File: src/rtl/fifo_wr_arbiter.sv
// fifo_wr_arbiter: round-robin burst arbiter sharing one FIFO write port among N_REQ producers.
// Optional macro FIFO_ARB_PRIO0_EN: requester 0 wins every IDLE arbitration in which it requests.
module fifo_wr_arbiter #(
  parameter int N_REQ  = 4,
  parameter int DATA_W = 8,
  parameter int BURST  = 4,
  parameter int DEPTH  = 64
) (
  input  logic                     clk,
  input  logic                     rst,
  input  logic [N_REQ-1:0]         req,
  input  logic [N_REQ*DATA_W-1:0]  req_data,
  output logic [N_REQ-1:0]         gnt,
  input  logic                     buf_full,
  input  logic [7:0]               fifo_counter,
  output logic [DATA_W-1:0]        buf_in,
  output logic                     wr_en,
  output logic                     busy,
  output logic [$clog2(N_REQ)-1:0] cur_owner
);
  localparam int         OW         = $clog2(N_REQ);
  localparam logic [8:0] DEPTH_W    = 9'(DEPTH);
  localparam logic [7:0] BURST_LAST = 8'(BURST - 1);

  typedef enum logic {ST_IDLE = 1'b0, ST_OWN = 1'b1} state_t;

  state_t            state_r, state_nxt_s;
  logic [OW-1:0]     cur_owner_r, cur_owner_nxt_s;
  logic [OW-1:0]     last_owner_r, last_owner_nxt_s;
  logic [OW-1:0]     winner_s;
  logic [7:0]        burst_cnt_r, burst_cnt_nxt_s;
  logic [DATA_W-1:0] buf_in_r, buf_in_nxt_s;
  logic              wr_en_r, wr_en_nxt_s;
  logic              busy_r;
  logic [8:0]        occ_s;
  logic              accept_s;
  logic [N_REQ-1:0]  gnt_s;
  logic [DATA_W-1:0] slot_s [N_REQ];

  // First requester at or after last+1, wrapping modulo N_REQ.
  function automatic logic [OW-1:0] rr_pick(input logic [N_REQ-1:0] r, input logic [OW-1:0] last);
    logic [OW-1:0] pick;
    logic [OW-1:0] idx;
    logic          found;
    pick  = last;
    found = 1'b0;
    for (int k = 1; k <= N_REQ; k++) begin
      idx = OW'((int'(last) + k) % N_REQ);
      if (!found && r[idx]) begin
        pick  = idx;
        found = 1'b1;
      end else begin
        found = found;
      end
    end
    return pick;
  endfunction

  for (genvar g = 0; g < N_REQ; g++) begin : g_slot
    assign slot_s[g] = req_data[g*DATA_W +: DATA_W];
  end

  // The registered wr_en is a write the FIFO has not counted yet, so it reserves a slot.
  assign occ_s    = {1'b0, fifo_counter} + {8'd0, wr_en_r};
  assign accept_s = (state_r == ST_OWN) && req[cur_owner_r] && !buf_full && (occ_s < DEPTH_W);

  // Winner of the next IDLE arbitration.
  always_comb begin
`ifdef FIFO_ARB_PRIO0_EN
    if (req[0]) begin
      winner_s = {OW{1'b0}};
    end else begin
      winner_s = rr_pick(req, last_owner_r);
    end
`else
    winner_s = rr_pick(req, last_owner_r);
`endif
  end

  // Next-state, grant and write-path decode.
  always_comb begin
    state_nxt_s      = state_r;
    cur_owner_nxt_s  = cur_owner_r;
    last_owner_nxt_s = last_owner_r;
    burst_cnt_nxt_s  = burst_cnt_r;
    buf_in_nxt_s     = buf_in_r;
    wr_en_nxt_s      = 1'b0;
    gnt_s            = {N_REQ{1'b0}};
    case (state_r)
      ST_IDLE: begin
        if (|req) begin
          state_nxt_s     = ST_OWN;
          cur_owner_nxt_s = winner_s;
          burst_cnt_nxt_s = 8'd0;
        end else begin
          state_nxt_s     = ST_IDLE;
        end
      end
      ST_OWN: begin
        if (accept_s) begin
          gnt_s[cur_owner_r] = 1'b1;
          wr_en_nxt_s        = 1'b1;
          buf_in_nxt_s       = slot_s[cur_owner_r];
          burst_cnt_nxt_s    = burst_cnt_r + 8'd1;
        end else begin
          burst_cnt_nxt_s    = burst_cnt_r;
        end
        if (!req[cur_owner_r] || (accept_s && (burst_cnt_r == BURST_LAST))) begin
          state_nxt_s      = ST_IDLE;
          last_owner_nxt_s = cur_owner_r;
          burst_cnt_nxt_s  = 8'd0;
        end else begin
          state_nxt_s      = ST_OWN;
        end
      end
      default: begin
        state_nxt_s     = ST_IDLE;
        burst_cnt_nxt_s = 8'd0;
      end
    endcase
  end

  // State and output registers; reset drops any in-flight write.
  always_ff @(posedge clk or posedge rst) begin
    if (rst) begin
      state_r      <= ST_IDLE;
      cur_owner_r  <= {OW{1'b0}};
      last_owner_r <= OW'(N_REQ - 1);
      burst_cnt_r  <= 8'd0;
      buf_in_r     <= {DATA_W{1'b0}};
      wr_en_r      <= 1'b0;
      busy_r       <= 1'b0;
    end else begin
      state_r      <= state_nxt_s;
      cur_owner_r  <= cur_owner_nxt_s;
      last_owner_r <= last_owner_nxt_s;
      burst_cnt_r  <= burst_cnt_nxt_s;
      buf_in_r     <= buf_in_nxt_s;
      wr_en_r      <= wr_en_nxt_s;
      busy_r       <= (state_nxt_s == ST_OWN);
    end
  end

  assign gnt       = gnt_s;
  assign buf_in    = buf_in_r;
  assign wr_en     = wr_en_r;
  assign busy      = busy_r;
  assign cur_owner = cur_owner_r;

endmodule

File: config.mk
export PLATFORM = sky130hd
export DESIGN_NAME = fifo_wr_arbiter
export DESIGN_NICKNAME = d
export VERILOG_FILES = /design/src/rtl/fifo_wr_arbiter.sv
export SDC_FILE = /design/constraint.sdc
export NUM_CORES = 1
export LEC_CHECK = 0
export CAP_MARGIN = 20
export CORE_MARGIN = 2
export CORE_UTILIZATION = 44
export CTS_BUF_LIST = sky130_fd_sc_hd__clkbuf_16
export CTS_CLUSTER_SIZE = 28
export DETAILED_ROUTE_END_ITERATION = 12
export GPL_TIMING_DRIVEN = 0
export PLACE_DENSITY_LB_ADDON = 0.1
export SLEW_MARGIN = 5
export SYNTH_ARGS = -nofsm -noshare
export SYNTH_HDL_FRONTEND = slang
export SYNTH_SLANG_ARGS = --single-unit
File: constraint.sdc
create_clock -name clk -period 4.6 [get_ports clk]
set_clock_uncertainty 0.05 [all_clocks]
set_input_delay 1.38 -clock clk [delete_from_list [all_inputs] [get_ports clk]]
set_output_delay 1.38 -clock clk [all_outputs]
set_load 0.02 [all_outputs]
==> flow_summary.ini, run 1 <==
[floorplan]
start_util_pct = 45.17
dieWidth_um = 59.29
die_h_um = 59.29
ios = 63
die-area_um2 = 3515
row_count = 20
core_um2 = 2978

[clock_tree]
cts.sinks = 22
cts_root_buffer = clkbuf_16
htreeDepth = 1
clkSlewWorstSetupHoldPaths_ps = 60
clockBufferDepth = 2
clock_latency_ps = 250
holdBufCountCts = 0
tritoncts = done
cts_buffers = 3

[layout]
final_common_cell = clkdlybuf4s50_1
final_design_area_no_fill_um2 = 2133
final_cell_mix = clkdlybuf4s50_1, dfrtp_1, mux4_2, a31oi_1, nand2_1
final_layout_size_suffix_gt1_share_pct = 19.35
antenna_cells = 0
fillers = 253
area_growth_pct = 58.60
nets = 235

[grt]
overflow = 0
grt_util_all_layers_pct = 21.37
grt_start_max_net_pins = 23
grt_pass1_vias = 1264
antenna_found_initial = 0
grt_pass1_wl_mm = 5.740

[worst_setup_path]
critPathCaptureType = primary output
critical_path_arrival_ps = 3020
required_ps = 3170
path_cells = clkdlybuf4s50_1 > nor4b_2 > o21a_2 > nand2_4 > buf_8 > nor3b_1 > dlygate4sd2_1
critPathMaxFanout = 10
worst_setup_path_start_kind = input port
criticalPathCategory = input port to primary output
cp_slowest_stage_delay_ps = 430
cp_slowest_cell = clkdlybuf4s50_1

[logic_synthesis]
ys_warn_count = 0
synthMuxAreaShare_pct = 25.67
synth_area_um2 = 1345
synth_area_leader_cell = dfrtp_1
syn_inst = 117
syn-num-nets = 165
synth_simple_gate_area_share_pct = 16.37
synthAdderAreaFrac_pct = 0.9302
synth_seq_cells = 22
ys_types = 39
synth_top_family_by_area = multiplexers
synth_top_area_share_pct = 37.21
synth-xor-area-share_pct = 0.6512
synth_area_per_cell_um2 = 11.50
synth_area_leaders = dfrtp_1, mux4_2, mux2_2, dfstp_2, a31oi_1
synth-compound-area-share_pct = 11.44
seq_area_frac_synth_pct = 41.12

[routing]
avgRoutedWirePerCell_um = 16.62
drt-initial-drc-count = 27
firstDrtPassIters = 4
via_per_inst = 5.653
vias = 1238
drc = 0
wl_mm = 3.640
antenna_left = 0

[placement]
place_hpwl_mm = 2.783
dp_slack_ps = -517.0
numPortBuffers = 62
placed_area_um2 = 2007
place.gp.congestion = 0.7950

[sta]
rsz0062_at_grt = false
final-setup-viol-count = 0
setup_slack_ps = 145.8
finalCritPeriodShare_pct = 96.83
max_freq_mhz = 224.5
min_period_ps = 4454
drv_slew = 0
maxSlewHeadroom_pct = 44.37
finalHoldViolations = 0
worstMarginPinSlew_ps = 833.5

[flow_run]
cap_violations = 0

[pwr]
combPwrFrac_pct = 53.6
power.net_switching_uw = 416.3
powerDensity_nw_per_um2 = 523.2
p_leak_uw = 0.0009253
peakVddDrop_mv = 0.3023
swShare_pct = 37.30
seqPwrFrac_pct = 29.9
p_clk_share_pct = 16.5
internal-power_uw = 699.8

[min_path]
worstHoldPathType = flip-flop to flip-flop

[status]
status = completed
## Yosys cell counts
library cell  number
o21a_1             1
o31ai_1            1
a22oi_1            1
and3_1             3
nor3b_1            2
or4b_1             1
nor2_1             4
o21ai_0            3
o311ai_2           1
mux2_1             4
inv_1              5
nand2_1            8
a31oi_1            8
buf_2              2
or3_1              2
nand2b_1           2
a21oi_1            4
mux4_2             9
nor3_1             3
nor4_2             1
buf_6              1
a21bo_2            1
nor2b_4            1
nor3_2             1
nand3_1            3
or2_1              1
mux2_2             6
o22ai_1            1
nor4_1             1
clkbuf_1           3
nand4_1            3
xor2_1             1
ha_1               1
o21ai_1            1
o311ai_0           1
mux2i_1            3
dfrtp_1           20
nor4b_1            1
dfstp_2            2
## state kept, by name, indices dropped and copies added, names as in the netlist
signal and cells:
buf_in 8, cur_owner 2, wr_en 1, busy 1, last_owner_r 2, burst_cnt_r 8
## logic make-up (layout without fill, tap and decap cells)
kind of cell	Yosys count	after routing
XOR/XNOR	1	1
AO/OA/AOI/OAI	23	23
adder cells (fa/ha/maj)	1	1
AND/OR/NAND/NOR	37	37
flip-flops	22	22
multiplexers	22	22
buffers and inverters	11	80
## per-stage QoR
| stage | hold WS [ps] | cells | power [uW] | setup TNS, ps | util, % |
|---|---|---|---|---|---|
| after floorplan | 413.3 | 117 | 693.6 | 0 | - |
| after global placement | 424.4 | 212 | 891.5 | -1766 | 67.40 |
| after detailed placement | 437.0 | 212 | 912.5 | -1871 | 67.40 |
| after CTS | 450.2 | 218 | 1110 | 0 | 70.76 |
| after global routing | 466.7 | 219 | 1191 | 0 | 71.64 |
| final | 443.2 | 219 | 1116 | 0 | 71.64 |
## power by group through the flow
stage,Sequential [uW],Clock (uW),Combinational [uW]
final,334,185,598
after global routing,343,198,650
after CTS,333,187,590
after detailed placement,334,0,578
after global placement,329,0,563
after floorplan,381,0,313
## worst paths after layout
| path | from | to | slack (ps) | cells past startpoint |
|---|---|---|---|---|
| worst max-delay path | buf_full | gnt[1] | 150 | 7 |
| worst min-delay path | buf_in[2] | buf_in[2] | 440 | 1 |
| worst max register to register | cur_owner[0] | burst_cnt_r[5] | 2370 | 8 |
| worst min register to register | buf_in[2] | buf_in[2] | 440 | 1 |
| max in group asynchronous | rst | buf_in[4] | 2430 | 2 |
| min in group asynchronous | rst | burst_cnt_r[7] | 1550 | 2 |
## layer usage
metal	up-vias	wire, um	global-route usage [%]
met4	0	17	3.896
met2	48	1791	36.89
met1	595	1568	27.61
li1	593	-	-
met3	2	262	4.803
met5	-	0	0
## cell type report
class                           instances  area, um^2  share of cell area, %
Multi-Input combinational cell         84       755.7                  35.43
Timing Repair Buffer                   65       643.1                  30.15
Sequential cell                        22       553.0                  25.92
Clock buffer                            3       75.07                  3.519
Buffer                                  6       42.54                  1.994
Tap cell                               33       41.29                  1.935
Inverter                                5       18.77                 0.8798
Clock inverter                          1       3.754                 0.1760
## what timing repair did
| action | CTS | global route |
|---|---|---|
| gates resized for setup | 11 | 9 |
| buffers inserted | 2 | 1 |
| endpoints found under the setup margin | 4 | 4 |
## critical path: cells and delay by family
kind	cells	cell delay (ps)
and+or+nand+nor	3	510
AOI/OAI and AO/OA	1	200
buffers and inverters	3	920
No activity file was read; power rests on OpenSTA's default activity.
==> run 2, diff against run 1 <==
--- a/config.mk
+++ b/config.mk
@@ -12,7 +12,7 @@
 export CTS_CLUSTER_SIZE = 28
 export DETAILED_ROUTE_END_ITERATION = 12
 export GPL_TIMING_DRIVEN = 0
-export PLACE_DENSITY_LB_ADDON = 0.1
+export PLACE_DENSITY = 0.85
 export SLEW_MARGIN = 5
 export SYNTH_ARGS = -nofsm -noshare
 export SYNTH_HDL_FRONTEND = slang
==> flow_summary.ini, run 2 (synthesis gave the netlist of run 1 again) <==
[worst_setup_path]
critical_path_arrival_ps = 3090
worstReg2RegEnd = burst_cnt_r[5]
path_cells = clkdlybuf4s50_1 > nor4b_2 > o21a_2 > nand2_4 > buf_6 > nor3b_1 > dlygate4sd2_1
worst_setup_path_start_kind = input port
required_ps = 3170
ff2ff_path_depth = 8
rrSetupSlack_ps = 2320
cp_slowest_cell = clkdlybuf4s50_1
critPathCaptureType = primary output
timing.rr.start = cur_owner[0]
cp-startpoint = buf_full
critPathMaxFanout = 10
criticalPathCategory = input port to primary output
cp_slowest_stage_delay_ps = 420
endpoint = gnt[1]

[layout]
regArea_um2 = 553.0
area_growth_pct = 58.05
antenna_cells = 0
utilization_pct = 71.39
multi_input_area_um2 = 755.7
nets = 235
fillers = 210
final_common_cell = clkdlybuf4s50_1
final_layout_size_suffix_gt1_share_pct = 19.46
final_cell_mix = clkdlybuf4s50_1, dfrtp_1, mux4_2, a31oi_1, nand2_1

[clock_tree]
cts_root_buffer = clkbuf_16
clock_latency_ps = 260
holdBufCountCts = 0
cts.sinks = 22
clockBufferDepth = 2
htreeDepth = 1
clkSlewWorstSetupHoldPaths_ps = 60
tritoncts = done
cts_buffers = 3

[pwr]
peakVddDrop_mv = 0.2789
p_leak_uw = 0.0009220
powerDensity_nw_per_um2 = 529.6

[grt]
grt_start_max_net_pins = 23
overflow = 0
grt_util_all_layers_pct = 22.53
grt_pass1_vias = 1307
antenna_found_initial = 0
grt_pass1_wl_mm = 5.851

[routing]
avgRoutedWirePerCell_um = 18.54
drt-initial-drc-count = 46
vias = 1291
firstDrtPassIters = 4
antenna_left = 0
via_per_inst = 5.922
wl_mm = 4.041
drc = 0

[sta]
finalHoldViolations = 0
rsz0062_at_grt = false
max_freq_mhz = 221.3
setup_slack_ps = 81.59
maxSlewHeadroom_pct = 41.72
worstMarginPinSlew_ps = 873.3
final-setup-viol-count = 0
drv_slew = 0
finalCritPeriodShare_pct = 98.23
min_period_ps = 4518
holdWs_ps = 455.6

[floorplan]
dieWidth_um = 59.29
start_util_pct = 45.17
ios = 63
die_h_um = 59.29
row_count = 20
core_um2 = 2978
die-area_um2 = 3515

[placement]
dp_slack_ps = -612.5
place_hpwl_mm = 2.901
place.gp.congestion = 0.7744
numPortBuffers = 62

[min_path]
worstHoldPathType = flip-flop to flip-flop

[status]
status = completed

[flow_run]
cap_violations = 0
==> run 2: final cells by class <==
type,count,area share (%)
sequential,22,26.02
timing repair buffer,65,30.25
multi-input combinational,84,35.55
clock buffer,3,3.531
inverter,5,0.8829
buffer,6,1.825
tap,33,1.942
==> run 2: routing by layer <==
metal	GRT usage [%]	share of wire (%)	wire, um
met1	26.42	37	1512
met2	40.50	55	2232
met3	2.183	4.8	193
met4	11.36	2.5	103
met5	0	0	0
==> run 2: per-stage QoR <==
stage	setup TNS, ps	instances	instance area, um^2	total power (uW)
final	0	218	2126	1126
after global routing	0	218	2126	1189
after CTS	0	217	2110	1112
after detailed placement	-2276	212	2007	914.7
after global placement	-2277	212	2007	885.3
after floorplan	0	117	1345	693.6
==> run 2: power breakdown <==
group	internal, uW	switching [uW]
logic	314	296
registers	271	60.1
clock network	115	70.5
total	699	426
==> run 2: critical path, delay by kind of cell <==
family	cells	cell delay (ps)
compound gates	1	230
buf+inv	3	920
simple gates	3	540
==> run 2: worst min path at each step <==
stage,startpoint,end,slack [ps],depth (start not counted)
after global placement,buf_in[3],buf_in[3],430,1
after CTS,burst_cnt_r[0],burst_cnt_r[0],460,1
after global routing,buf_in[2],buf_in[2],470,1
after detailed placement,buf_in[2],buf_in[2],450,1
after floorplan,burst_cnt_r[0],burst_cnt_r[0],410,1
final,burst_cnt_r[0],burst_cnt_r[0],460,1
==> run 2: repair_timing <==
item                                    4_1_cts  5_1_grt
hold endpoints to repair                      0        0
setup buffers                                 2        1
endpoints found under the setup margin        4        2
gates resized for setup                      12        7
==> run 3, diff against run 2 <==
--- a/config.mk
+++ b/config.mk
@@ -7,12 +7,12 @@
 export LEC_CHECK = 0
 export CAP_MARGIN = 20
 export CORE_MARGIN = 2
-export CORE_UTILIZATION = 44
-export CTS_BUF_LIST = sky130_fd_sc_hd__clkbuf_16
+export CORE_UTILIZATION = 46
+export CTS_BUF_LIST = sky130_fd_sc_hd__clkbuf_8
 export CTS_CLUSTER_SIZE = 28
 export DETAILED_ROUTE_END_ITERATION = 12
 export GPL_TIMING_DRIVEN = 0
-export PLACE_DENSITY = 0.85
+export PLACE_DENSITY = 0.88
 export SLEW_MARGIN = 5
 export SYNTH_ARGS = -nofsm -noshare
 export SYNTH_HDL_FRONTEND = slang
==> flow_summary.ini, run 3 (synthesis gave the netlist of run 1 again) <==
[status]
status = completed

[floorplan]
die-area_um2 = 3373
die_h_um = 58.08
start_util_pct = 48.77
ios = 63
dieWidth_um = 58.08
row_count = 19
core_um2 = 2758

[layout]
final_cells = 217
nets = 235
utilization_pct = 75.64
area_growth_pct = 55.07
final_layout_size_suffix_gt1_share_pct = 19.89
final_design_area_no_fill_um2 = 2086
multi_input_area_um2 = 750.7
antenna_cells = 0
fillers = 181
regArea_um2 = 553.0
final_cell_mix = clkdlybuf4s50_1, dfrtp_1, mux4_2, a31oi_1, nand2_1
final_common_cell = clkdlybuf4s50_1

[routing]
vias = 1252
drc = 0
avgRoutedWirePerCell_um = 17.02
firstDrtPassIters = 4
via_per_inst = 5.770
drt-initial-drc-count = 19
antenna_left = 0
wl_mm = 3.693

[clock_tree]
holdBufCountCts = 0
cts_root_buffer = clkbuf_8
clkSlewWorstSetupHoldPaths_ps = 70
clockBufferDepth = 2
clock_latency_ps = 260
htreeDepth = 1
cts.sinks = 22
tritoncts = done
cts_buffers = 3

[sta]
maxSlewHeadroom_pct = 44.90
worstMarginPinSlew_ps = 825.6
setup_tns_ps = 0
rsz0062_at_grt = false
finalCritPeriodShare_pct = 99.08
holdWs_ps = 455.6
min_period_ps = 4558
max_freq_mhz = 219.4
finalHoldViolations = 0
drv_slew = 0
final-setup-viol-count = 0

[worst_setup_path]
critPathCaptureType = primary output
criticalPathCategory = input port to primary output
worstReg2RegEnd = burst_cnt_r[5]
timing.rr.start = cur_owner[0]
ff2ff_path_depth = 8
critical_path_arrival_ps = 3130
worst_setup_path_start_kind = input port
required_ps = 3170
critPathMaxFanout = 10
rrSetupSlack_ps = 2400

[pwr]
p_leak_uw = 0.0008823
powerDensity_nw_per_um2 = 500.3
peakVddDrop_mv = 0.4641

[grt]
overflow = 0
grt_start_max_net_pins = 23
grt_pass1_vias = 1306
antenna_found_initial = 0
grt_pass1_wl_mm = 5.885
grt_util_all_layers_pct = 22.82

[flow_run]
cap_violations = 0

[placement]
place_hpwl_mm = 2.971
numPortBuffers = 62
place_inst = 210
place.gp.congestion = 0.7768
placed_area_um2 = 2004

[min_path]
worstHoldPathType = flip-flop to flip-flop
hold_end = buf_in[4]
whs_path_depth = 1
min_from = buf_in[4]
run 3: final cells by class:
type | instances | area share, %
Clock inverter | 1 | 0.1800
Timing Repair Buffer | 65 | 30.71
Sequential cell | 22 | 26.51
Multi-Input combinational cell | 84 | 35.99
Clock buffer | 3 | 1.980
Inverter | 5 | 0.8998
Tap cell | 31 | 1.860
Buffer | 6 | 1.860
run 3: where the power goes:
group          leakage [uW]  internal, uW  total (uW)  switching (uW)
sequential         0.000277           270         328            58.0
combinational      0.000578           313         596             283
clock             0.0000269          59.6         119            59.7
run 3: how the worst max path moves through the flow:
stage	from	endpoint	cells after the start
after global routing	req[0]	gnt[3]	7
final	req[0]	gnt[3]	7
after global placement	req[3]	gnt[3]	7
after CTS	req[1]	gnt[3]	7
after detailed placement	buf_full	gnt[1]	7
after floorplan	buf_full	gnt[2]	5
run 3: per-stage QoR:
step	power, uW	setup slack, ps
floorplan	693.6	396.8
global placement	885.1	-475.2
detailed placement	909.5	-528.5
CTS	1038	44.81
global route	1112	5.543
finish	1043	42.44
run 3: worst max-delay path, cell delays in order:
cell	delay (ps)
clkdlybuf4s50_1	470
mux4_2	510
nand2_2	120
buf_6	150
inv_1	60
and3_1	170
clkdlybuf4s15_2	270
run 3: repair_timing:
| item | 4_1_cts | 5_1_grt |
|---|---|---|
| setup buffers | 2 | 1 |
| gates cloned | 0 | 0 |
| resized for setup | 17 | 3 |
| setup endpoints to repair | 4 | 3 |
run 3: per-layer routing:
| layer | vias to the layer above | track usage (%) | routed length [um] | part of all wire [%] |
|---|---|---|---|---|
| li1 | 591 | - | - | - |
| met1 | 608 | 27.92 | 1450 | 39 |
| met2 | 47 | 39.45 | 1893 | 51 |
| met3 | 6 | 5.134 | 268 | 7.3 |
| met4 | 0 | 8.306 | 80 | 2.2 |
| met5 | - | 0 | 0 | 0 |
